### src/rtl/latch_bank_writer_pkg.sv
// Shared types and helpers for the latch bank write sequencer.
// Holds the phase enum, default timing constants and the one-hot enable helper.
package latch_bank_pkg;

    typedef enum logic [1:0] {
        IDLE  = 2'd0,
        SETUP = 2'd1,
        OPEN  = 2'd2,
        HOLD  = 2'd3
    } state_e;

    localparam int DEF_WIDTH        = 8;
    localparam int DEF_DEPTH        = 4;
    localparam int DEF_ADDR_W       = 2;
    localparam int DEF_SETUP_CYCLES = 1;
    localparam int DEF_PULSE_CYCLES = 2;
    localparam int DEF_HOLD_CYCLES  = 1;

    // Widest bank the helper supports; callers truncate to their own DEPTH.
    localparam int MAX_DEPTH = 64;

    function automatic logic [MAX_DEPTH-1:0] onehot(input int unsigned addr);
        return MAX_DEPTH'(1) << addr;
    endfunction

    function automatic int max3(input int a, input int b, input int c);
        int m;
        m = (a > b) ? a : b;
        return (m > c) ? m : c;
    endfunction

endpackage

### src/rtl/latch_bank_writer_if.sv
// Request handshake plus latch-bank drive signals for the write sequencer.
// The master side issues requests; the slave side is the sequencer itself.
interface latch_bank_writer_if
    import latch_bank_pkg::*;
#(
    parameter int WIDTH  = DEF_WIDTH,
    parameter int DEPTH  = DEF_DEPTH,
    parameter int ADDR_W = DEF_ADDR_W
);

    logic              req_valid;
    logic              req_ready;
    logic [ADDR_W-1:0] req_addr;
    logic [WIDTH-1:0]  req_data;
    logic [DEPTH-1:0]  latch_en;
    logic [WIDTH-1:0]  latch_d;
    logic              busy;
    logic              done;
    logic              err;

    modport master (
        output req_valid,
        output req_addr,
        output req_data,
        input  req_ready,
        input  latch_en,
        input  latch_d,
        input  busy,
        input  done,
        input  err
    );

    modport slave (
        input  req_valid,
        input  req_addr,
        input  req_data,
        output req_ready,
        output latch_en,
        output latch_d,
        output busy,
        output done,
        output err
    );

endinterface

### src/rtl/latch_bank_writer_phase_timer.sv
// Loadable down-counter timing one write phase; expire_o marks the phase's last cycle.
// A zero-length phase is bypassed by loading the following phase's length instead.
module phase_timer #(
    parameter int CW = 2
) (
    input  logic          clk,
    input  logic          reset,
    input  logic          load_i,
    input  logic [CW-1:0] len_i,
    input  logic [CW-1:0] alt_len_i,
    output logic          skip_o,
    output logic          expire_o
);

    logic [CW-1:0] cnt_q;
    logic [CW-1:0] cnt_d;

    always_comb begin
        skip_o = (len_i == '0);
        cnt_d  = cnt_q;
        if (load_i) begin
            cnt_d = skip_o ? alt_len_i : len_i;
        end else if (cnt_q != '0) begin
            cnt_d = cnt_q - 1'b1;
        end
    end

    always_ff @(posedge clk) begin
        if (reset) begin
            cnt_q <= '0;
        end else begin
            cnt_q <= cnt_d;
        end
    end

    assign expire_o = (cnt_q == CW'(1));

endmodule

### src/rtl/latch_bank_writer.sv
// Write sequencer for a bank of transparent latches: drives data, then a one-hot
// enable pulse, then holds data, so every latch closes on a stable D input.
module latch_bank_writer
    import latch_bank_pkg::*;
#(
    parameter int WIDTH        = DEF_WIDTH,
    parameter int DEPTH        = DEF_DEPTH,
    parameter int ADDR_W       = DEF_ADDR_W,
    parameter int SETUP_CYCLES = DEF_SETUP_CYCLES,
    parameter int PULSE_CYCLES = DEF_PULSE_CYCLES,
    parameter int HOLD_CYCLES  = DEF_HOLD_CYCLES
) (
    input logic                clk,
    input logic                reset,
    latch_bank_writer_if.slave bus
);

    localparam int MAXLEN = max3(SETUP_CYCLES, PULSE_CYCLES, HOLD_CYCLES);
    localparam int CW     = $clog2(MAXLEN + 1);

    localparam logic [CW-1:0]     SETUP_LEN = CW'(SETUP_CYCLES);
    localparam logic [CW-1:0]     PULSE_LEN = CW'(PULSE_CYCLES);
    localparam logic [CW-1:0]     HOLD_LEN  = CW'(HOLD_CYCLES);
    localparam logic [ADDR_W:0]   DEPTH_LIM = (ADDR_W + 1)'(DEPTH);

    state_e            state_q;
    state_e            state_d;
    logic [ADDR_W-1:0] addr_q;
    logic [ADDR_W-1:0] addr_d;
    logic [WIDTH-1:0]  latch_d_q;
    logic [WIDTH-1:0]  latch_d_d;
    logic [DEPTH-1:0]  latch_en_q;
    logic [DEPTH-1:0]  latch_en_d;
    logic              ready_q;
    logic              ready_d;
    logic              busy_q;
    logic              busy_d;
    logic              done_q;
    logic              done_d;
    logic              err_q;
    logic              err_d;

    logic              tmrLoad;
    logic [CW-1:0]     tmrLen;
    logic [CW-1:0]     tmrAlt;
    logic              tmrSkip;
    logic              tmrExpire;
    logic              addrInRange;

    phase_timer #(
        .CW (CW)
    ) u_phase_timer (
        .clk       (clk),
        .reset     (reset),
        .load_i    (tmrLoad),
        .len_i     (tmrLen),
        .alt_len_i (tmrAlt),
        .skip_o    (tmrSkip),
        .expire_o  (tmrExpire)
    );

    // Length of the phase entered next, and of the phase after it in case that one is empty.
    always_comb begin
        tmrLen = SETUP_LEN;
        tmrAlt = PULSE_LEN;
        unique case (state_q)
            IDLE: begin
                tmrLen = SETUP_LEN;
                tmrAlt = PULSE_LEN;
            end
            SETUP: begin
                tmrLen = PULSE_LEN;
                tmrAlt = PULSE_LEN;
            end
            OPEN: begin
                tmrLen = HOLD_LEN;
                tmrAlt = '0;
            end
            HOLD: begin
                tmrLen = SETUP_LEN;
                tmrAlt = PULSE_LEN;
            end
            default: begin
                tmrLen = SETUP_LEN;
                tmrAlt = PULSE_LEN;
            end
        endcase
    end

    assign addrInRange = ({1'b0, bus.req_addr} < DEPTH_LIM);

    always_comb begin
        state_d   = state_q;
        addr_d    = addr_q;
        latch_d_d = latch_d_q;
        done_d    = 1'b0;
        err_d     = 1'b0;
        tmrLoad   = 1'b0;

        unique case (state_q)
            IDLE: begin
                if (bus.req_valid && ready_q) begin
                    if (!addrInRange) begin
                        err_d = 1'b1;
                    end else begin
                        addr_d    = bus.req_addr;
                        latch_d_d = bus.req_data;
                        tmrLoad   = 1'b1;
                        state_d   = tmrSkip ? OPEN : SETUP;
                    end
                end
            end
            SETUP: begin
                if (tmrExpire) begin
                    tmrLoad = 1'b1;
                    state_d = OPEN;
                end
            end
            OPEN: begin
                if (tmrExpire) begin
                    tmrLoad = 1'b1;
                    if (tmrSkip) begin
                        state_d = IDLE;
                        done_d  = 1'b1;
                    end else begin
                        state_d = HOLD;
                    end
                end
            end
            HOLD: begin
                if (tmrExpire) begin
                    state_d = IDLE;
                    done_d  = 1'b1;
                end
            end
            default: begin
                state_d = IDLE;
            end
        endcase

        // Outputs are registered from the next state so they line up with the phase they describe.
        latch_en_d = (state_d == OPEN) ? DEPTH'(onehot(32'(addr_d))) : '0;
        ready_d    = (state_d == IDLE);
        busy_d     = (state_d != IDLE);
    end

    always_ff @(posedge clk) begin
        if (reset) begin
            state_q    <= IDLE;
            addr_q     <= '0;
            latch_d_q  <= '0;
            latch_en_q <= '0;
            ready_q    <= 1'b1;
            busy_q     <= 1'b0;
            done_q     <= 1'b0;
            err_q      <= 1'b0;
        end else begin
            state_q    <= state_d;
            addr_q     <= addr_d;
            latch_d_q  <= latch_d_d;
            latch_en_q <= latch_en_d;
            ready_q    <= ready_d;
            busy_q     <= busy_d;
            done_q     <= done_d;
            err_q      <= err_d;
        end
    end

    assign bus.req_ready = ready_q;
    assign bus.latch_en  = latch_en_q;
    assign bus.latch_d   = latch_d_q;
    assign bus.busy      = busy_q;
    assign bus.done      = done_q;
    assign bus.err       = err_q;

endmodule
### src/flat_wrapper.sv
// flat-port wrapper written by rule: the top's interface ports become plain ports
module latch_bank_writer_flat import latch_bank_pkg::*;
#(
    parameter int WIDTH        = DEF_WIDTH,
    parameter int DEPTH        = DEF_DEPTH,
    parameter int ADDR_W       = DEF_ADDR_W,
    parameter int SETUP_CYCLES = DEF_SETUP_CYCLES,
    parameter int PULSE_CYCLES = DEF_PULSE_CYCLES,
    parameter int HOLD_CYCLES  = DEF_HOLD_CYCLES
)
  (clk, reset, bus_req_valid, bus_req_addr, bus_req_data, bus_req_ready, bus_latch_en, bus_latch_d, bus_busy, bus_done, bus_err);
  latch_bank_writer_if #(.WIDTH(WIDTH), .DEPTH(DEPTH), .ADDR_W(ADDR_W)) bus_i ();
  input logic clk;
  input logic reset;
  input wire logic [$bits(bus_i.req_valid)-1:0] bus_req_valid;
  input wire logic [$bits(bus_i.req_addr)-1:0] bus_req_addr;
  input wire logic [$bits(bus_i.req_data)-1:0] bus_req_data;
  output wire logic [$bits(bus_i.req_ready)-1:0] bus_req_ready;
  output wire logic [$bits(bus_i.latch_en)-1:0] bus_latch_en;
  output wire logic [$bits(bus_i.latch_d)-1:0] bus_latch_d;
  output wire logic [$bits(bus_i.busy)-1:0] bus_busy;
  output wire logic [$bits(bus_i.done)-1:0] bus_done;
  output wire logic [$bits(bus_i.err)-1:0] bus_err;
  assign bus_i.req_valid = bus_req_valid;
  assign bus_i.req_addr = bus_req_addr;
  assign bus_i.req_data = bus_req_data;
  assign bus_req_ready = bus_i.req_ready;
  assign bus_latch_en = bus_i.latch_en;
  assign bus_latch_d = bus_i.latch_d;
  assign bus_busy = bus_i.busy;
  assign bus_done = bus_i.done;
  assign bus_err = bus_i.err;
  latch_bank_writer #(.WIDTH(WIDTH), .DEPTH(DEPTH), .ADDR_W(ADDR_W), .SETUP_CYCLES(SETUP_CYCLES), .PULSE_CYCLES(PULSE_CYCLES), .HOLD_CYCLES(HOLD_CYCLES)) u_core (.clk(clk), .reset(reset), .bus(bus_i));
endmodule
### config.mk
export PLATFORM = sky130hd
export DESIGN_NAME = latch_bank_writer_flat
export DESIGN_NICKNAME = d
export VERILOG_FILES = /design/src/rtl/latch_bank_writer_pkg.sv /design/src/rtl/latch_bank_writer_if.sv /design/src/rtl/latch_bank_writer_phase_timer.sv /design/src/rtl/latch_bank_writer.sv /design/src/flat_wrapper.sv
export SDC_FILE = /design/constraint.sdc
export NUM_CORES = 1
export LEC_CHECK = 0
export CORE_MARGIN = 2
export CORE_UTILIZATION = 47
export DETAILED_ROUTE_END_ITERATION = 10
export PLACE_DENSITY = 0.78
export SYNTH_ARGS = -nofsm -noshare
export SYNTH_HDL_FRONTEND = slang
export SYNTH_SLANG_ARGS = --single-unit
### constraint.sdc
create_clock -name clk -period 2.5 [get_ports clk]
set_input_delay 0.5 -clock clk [delete_from_list [all_inputs] [get_ports clk]]
set_output_delay 0.5 -clock clk [all_outputs]
set_load 0.03 [all_outputs]
==> results of run 1 <==
power groups by stage:
stage	sequential [uW]	combinational (uW)	clock, uW
after floorplan	569	293	0
after global placement	466	554	0
after detailed placement	471	567	0
after CTS	463	573	163
after global routing	476	623	176
final	463	565	159
tightest hold or removal path, stage by stage, from the launching register on:
cell     delay [ns]
dfxtp_1        0.32
nand2_1        0.05
a21oi_1        0.05
synth_stat cells (2+ instances only):
cell / count
nand2_1: 27
dfxtp_1: 21
a21oi_1: 9
ha_1: 8
nor2_1: 7
inv_1: 5
nor4_1: 4
clkbuf_1: 3
mux2i_1: 3
nand3_1: 2
routing by layer:
| layer | vias to the layer above | wire length (um) |
|---|---|---|
| li1 | 394 | - |
| met1 | 342 | 746 |
| met2 | 17 | 899 |
| met3 | 5 | 86 |
| met4 | 0 | 34 |
| met5 | - | 0 |
sequential cells by signal, indices dropped and copies added, names as in the netlist:
signal,flops
u_core.addr_q,2
u_core.bus.busy,1
u_core.bus.done,1
u_core.bus.latch_d,8
u_core.bus.latch_en,4
u_core.bus.req_ready,1
u_core.state_q,2
u_core.u_phase_timer.cnt_q,2
logic make-up (layout without fill, tap and decap cells):
logic type | count (synthesis) | in the layout | synth area share
simple gates | 45 | 45 | 0.217
flops | 21 | 21 | 0.467
compound gates | 14 | 14 | 0.0917
buf+inv | 10 | 38 | 0.0542
fa+ha+maj | 8 | 8 | 0.111
mux | 4 | 4 | 0.0458
other cells | 1 | 1 | 0.00416
xor+xnor | 1 | 1 | 0.00972
per-stage QoR:
| stage | power (uW) | hold slack (ns) |
|---|---|---|
| 2_1_floorplan | 861 | 0.500 |
| 3_3_place_gp | 1020 | 0.441 |
| 3_5_place_dp | 1040 | 0.448 |
| 4_1_cts | 1200 | 0.464 |
| 5_1_grt | 1270 | 0.488 |
| 6_report | 1190 | 0.459 |
final cells by class:
type                            count  share of cell area
Clock buffer                        4              0.0216
Inverter                            5              0.0155
Timing Repair Buffer               29               0.235
Sequential cell                    21               0.346
Multi-Input combinational cell     73               0.356
Tap cell                           25              0.0258
worst min path at each step:
stage	to	slack [ns]	cells past startpoint
5_1_grt	u_core.bus.latch_d[7]	0.49	2
2_1_floorplan	u_core.addr_q[1]	0.50	2
3_5_place_dp	u_core.bus.latch_d[2]	0.45	2
4_1_cts	u_core.bus.latch_d[2]	0.46	2
3_3_place_gp	u_core.bus.latch_d[2]	0.44	2
6_report	u_core.bus.latch_d[2]	0.46	2
==> metrics.txt, run 1 <==
initial antenna violation count 0; Distinct cells, synth 25; Setup WS post-layout 0.598 ns; area of the die 2280 um2; Pleak 0.000499 uW; die height 47.8 um; Worst Reg-to-Reg Cells 6; CP Depth 1; Clock power frac 0.134; post-CTS setup repair buffer count 0; Slowest Stage Delay on Critical Path 0.69 ns; Placement Setup Slack 0.408 ns; design area 1210 um2; Syn Area/Cell 8.66 um2; Non-Filler Instances 157; Internal 718 uW; first-iteration detailed-routing DRC count 5; synthesized net count 125; Root Buffer clkbuf_4; Final HPWL DP 1330 um; register area 420 um2; combinational share of power 0.476; Power Dens Cells 978 nW/um2; CTS buffer count 3; ys async rst share 0; worst-path maximum fanout 5; Global Route Usage Sum 0.171; H-tree Lvls 1; run status completed; largest net degree at the start of global routing 14; hold_buf cts 0; Worst path slowest cell clkdlybuf4s50_1; EDFF count, synth 0; predominant post-synthesis flop cell dfxtp_1; Area Growth Syn to Fin 34.7%; Worst Path Buf+Inv 1; Synth Cell Area 901 um2; worst reg2reg endpoint u_core.bus.busy; Synth Instances 104; TritonCTS clock tree yes; clock skew 0.00282 ns; register area share after synthesis 0.467; fill cell count 177; Psw 469 uW; gr ovfl total 0; CTS Buffer Depth 2; final critical-path share of the clock period 0.761; Min-Delay Startpoint u_core.bus.latch_d[2]; router iterations before antenna repair 4; Antenna Nets Post-Route 0; r2r startpoint u_core.state_q[1]; RePlAce Congestion 0.833; worst vdd ir 556 uV; FF-to-FF setup slack 0.76 ns; Critical Path Sink bus_req_ready; DIE WIDTH 47.8 um; Hold WC Path Type flop to flop; final core occ 0.688; Top Ports 29; critical path arrival 1.40 ns; diode count 0; WL/cell 11.2 um; routed vias/inst 4.83; Worst setup EP type primary output; GR peak layer met2; RSZ-0062 raised after global routing false; final setup fails 0; vias in the first global route 645; Worst path top cell family by delay buffers and inverters; Setup CP Type flop to primary output; Row Count 15; Setup crit start kind flop; Initial Util 0.511; GR Util met1 0.206; clk_lat worst skew 0.30 ns; IO buf count 27; Final Max Slew Viols 0; Switching Share 0.395; Final Critical Period 1.90 ns; yosys warns 0; Synth top area share 0.467; commonest non-fill, non-tap cells in the layout nand2_1, clkdlybuf4s50_1, dfxtp_1; met3 Track Usage GR 0.0340; worst path required time 2.00 ns; top cells by area, synth dfxtp_1, nand2_1, ha_1, a21oi_1, mux2i_1; TNS Setup 0 ns; final WL 1770 um; Cell Chain, Critical Path clkdlybuf4s50_1; Multi-input gate area 432 um2; # DRC 0; placed cell area 1190 um2; endpoints failing hold 0; Max Cap Violations 0; CTS resizes 0; Seq cells post-synth 21; NumNets Final 154; share of layout cells above drive strength 1 0.0530; placed cell count 153; Worst setup startpoint u_core.bus.req_ready; sequential share of power 0.390; GR Util met2 0.291; post-synth top area cell dfxtp_1; routed vias 758; global-route wire length before repair 2670 um; clk slew on worst S/H paths 0.11 ns; core footprint 1760 um2; Highest Clock Rate 526 MHz; clk sink count 21
Power figures use the tool's default switching activity.
==> run 2, diff against run 1 <==
--- a/config.mk
+++ b/config.mk
@@ -6,9 +6,9 @@
 export NUM_CORES = 1
 export LEC_CHECK = 0
 export CORE_MARGIN = 2
-export CORE_UTILIZATION = 47
+export CORE_UTILIZATION = 44
 export DETAILED_ROUTE_END_ITERATION = 10
-export PLACE_DENSITY = 0.78
+export PLACE_DENSITY = 0.74
 export SYNTH_ARGS = -nofsm -noshare
 export SYNTH_HDL_FRONTEND = slang
 export SYNTH_SLANG_ARGS = --single-unit
==> constraint.sdc (replaced) <==
create_clock -name clk -period 1.8 [get_ports clk]
set_input_delay 0.36 -clock clk [delete_from_list [all_inputs] [get_ports clk]]
set_output_delay 0.36 -clock clk [all_outputs]
set_load 0.03 [all_outputs]
==> metrics.txt, run 2 (synthesis results as in run 1) <==
run status completed; final WL 1750 um; FF-to-FF setup slack 0.15 ns; router iterations before antenna repair 2; Critical Path Sink bus_latch_d[7]; worst path required time 1.44 ns; routed vias/inst 4.85; clk slew on worst S/H paths 0.12 ns; Final Critical Period 1.70 ns; final critical-path share of the clock period 0.944; IO buf count 27; CP Depth 1; Final Max Slew Viols 0; CTS Buffer Depth 2; Slowest Stage Delay on Critical Path 0.68 ns; NumNets Final 158; final setup fails 0; worst reg2reg endpoint u_core.bus.busy; Power Dens Cells 1370 nW/um2; die height 49.3 um; Worst path top cell family by delay buffers and inverters; Worst path slowest cell clkdlybuf4s50_1; Internal 1040 uW; combinational share of power 0.487; clk_lat worst skew 0.31 ns; r2r startpoint u_core.state_q[0]; final core occ 0.644; H-tree Lvls 1; TritonCTS clock tree yes; routed vias 791; Antenna Nets Post-Route 0; worst vdd ir 739 uV; area of the die 2430 um2; Psw 670 uW; CTS buffer count 3; Setup CP Type flop to primary output; design area 1250 um2; Switching Share 0.392; Max Cap Violations 0; Global Route Usage Sum 0.152; Clock power frac 0.134; endpoints failing hold 0; Cell Chain, Critical Path clkdlybuf4s50_1; most common cell after layout, fill and taps aside nand2_1; Highest Clock Rate 589 MHz; Final HPWL DP 1320 um; Setup crit start kind flop; sequential share of power 0.379; Worst Path Buf+Inv 1; clock skew 0.00593 ns; Hold WC Path Type flop to flop; Top Ports 29; critical path arrival 1.34 ns; largest net degree at the start of global routing 14; Worst Reg-to-Reg Cells 6; clk sink count 21; Row Count 16; share of layout cells above drive strength 1 0.0956; diode count 0; Worst setup EP type primary output; vias in the first global route 702; DIE WIDTH 49.3 um; # DRC 0; Min-Delay Startpoint u_core.bus.latch_d[1]; worst-path maximum fanout 2; Pleak 0.000527 uW; gr ovfl total 0; Largest register FFs 8; global-route wire length before repair 2880 um; RSZ-0062 raised after global routing true; first-iteration detailed-routing DRC count 2; RePlAce Congestion 0.840; final hold slack 0.465 ns; initial antenna violation count 0; Initial Util 0.464; core footprint 1940 um2; placed cell area 1220 um2; WL/cell 10.7 um; Worst setup startpoint u_core.bus.latch_d[7]; Root Buffer clkbuf_4; Area Growth Syn to Fin 38.9%; commonest non-fill, non-tap cells in the layout nand2_1, clkdlybuf4s50_1, dfxtp_1
==> run 2: power groups by stage <==
stage / clock [uW] / combinational, uW / sequential [uW]
floorplan: 0 / 406 / 790
global placement: 0 / 824 / 652
detailed placement: 0 / 837 / 659
CTS: 237 / 841 / 648
global route: 256 / 913 / 666
finish: 229 / 834 / 649
==> run 2: area by class of cell <==
cell class	instances	area (um2)
sequential	21	422
clock buffer	3	22.5
multi-input combinational	73	432
timing repair buffer	33	318
clock inverter	1	5.00
inverter	5	18.8
tap	27	33.8
fill	183	691
==> run 2: per-stage QoR <==
step | std cells | TNS, ns | total power, uW | setup WS (ns)
6_report | 163 | 0 | 1710 | 0.101
5_1_grt | 163 | -0.0479 | 1830 | -0.0213
4_1_cts | 163 | 0 | 1730 | 0.0202
3_5_place_dp | 159 | 0 | 1500 | 0.0456
3_3_place_gp | 159 | 0 | 1480 | 0.0907
2_1_floorplan | 104 | 0 | 1200 | 0.309
==> run 2: worst min path at each step <==
stage                                 end  slack [ns]  depth (start not counted)
floorplan           u_core.bus.latch_d[2]        0.43                          1
CTS                 u_core.bus.latch_d[1]        0.47                          2
detailed placement  u_core.bus.latch_d[1]        0.45                          2
finish              u_core.bus.latch_d[1]        0.46                          2
global route        u_core.bus.latch_d[3]        0.49                          2
global placement    u_core.bus.latch_d[5]        0.44                          2
==> run 2: repair_timing <==
item | in CTS | in global routing
buffers inserted | 0 | 0
gates resized for setup | 0 | 2
hold buffers | 0 | 0
setup endpoints to repair | 0 | 4
==> run 2: layer usage <==
layer  GRT usage  vias up  wire length [um]
met5           0        -                 0
met1       0.188      363               828
met4      0.0571        0                27
met2       0.255       18               804
li1            -      408                 -
met3      0.0368        2                84
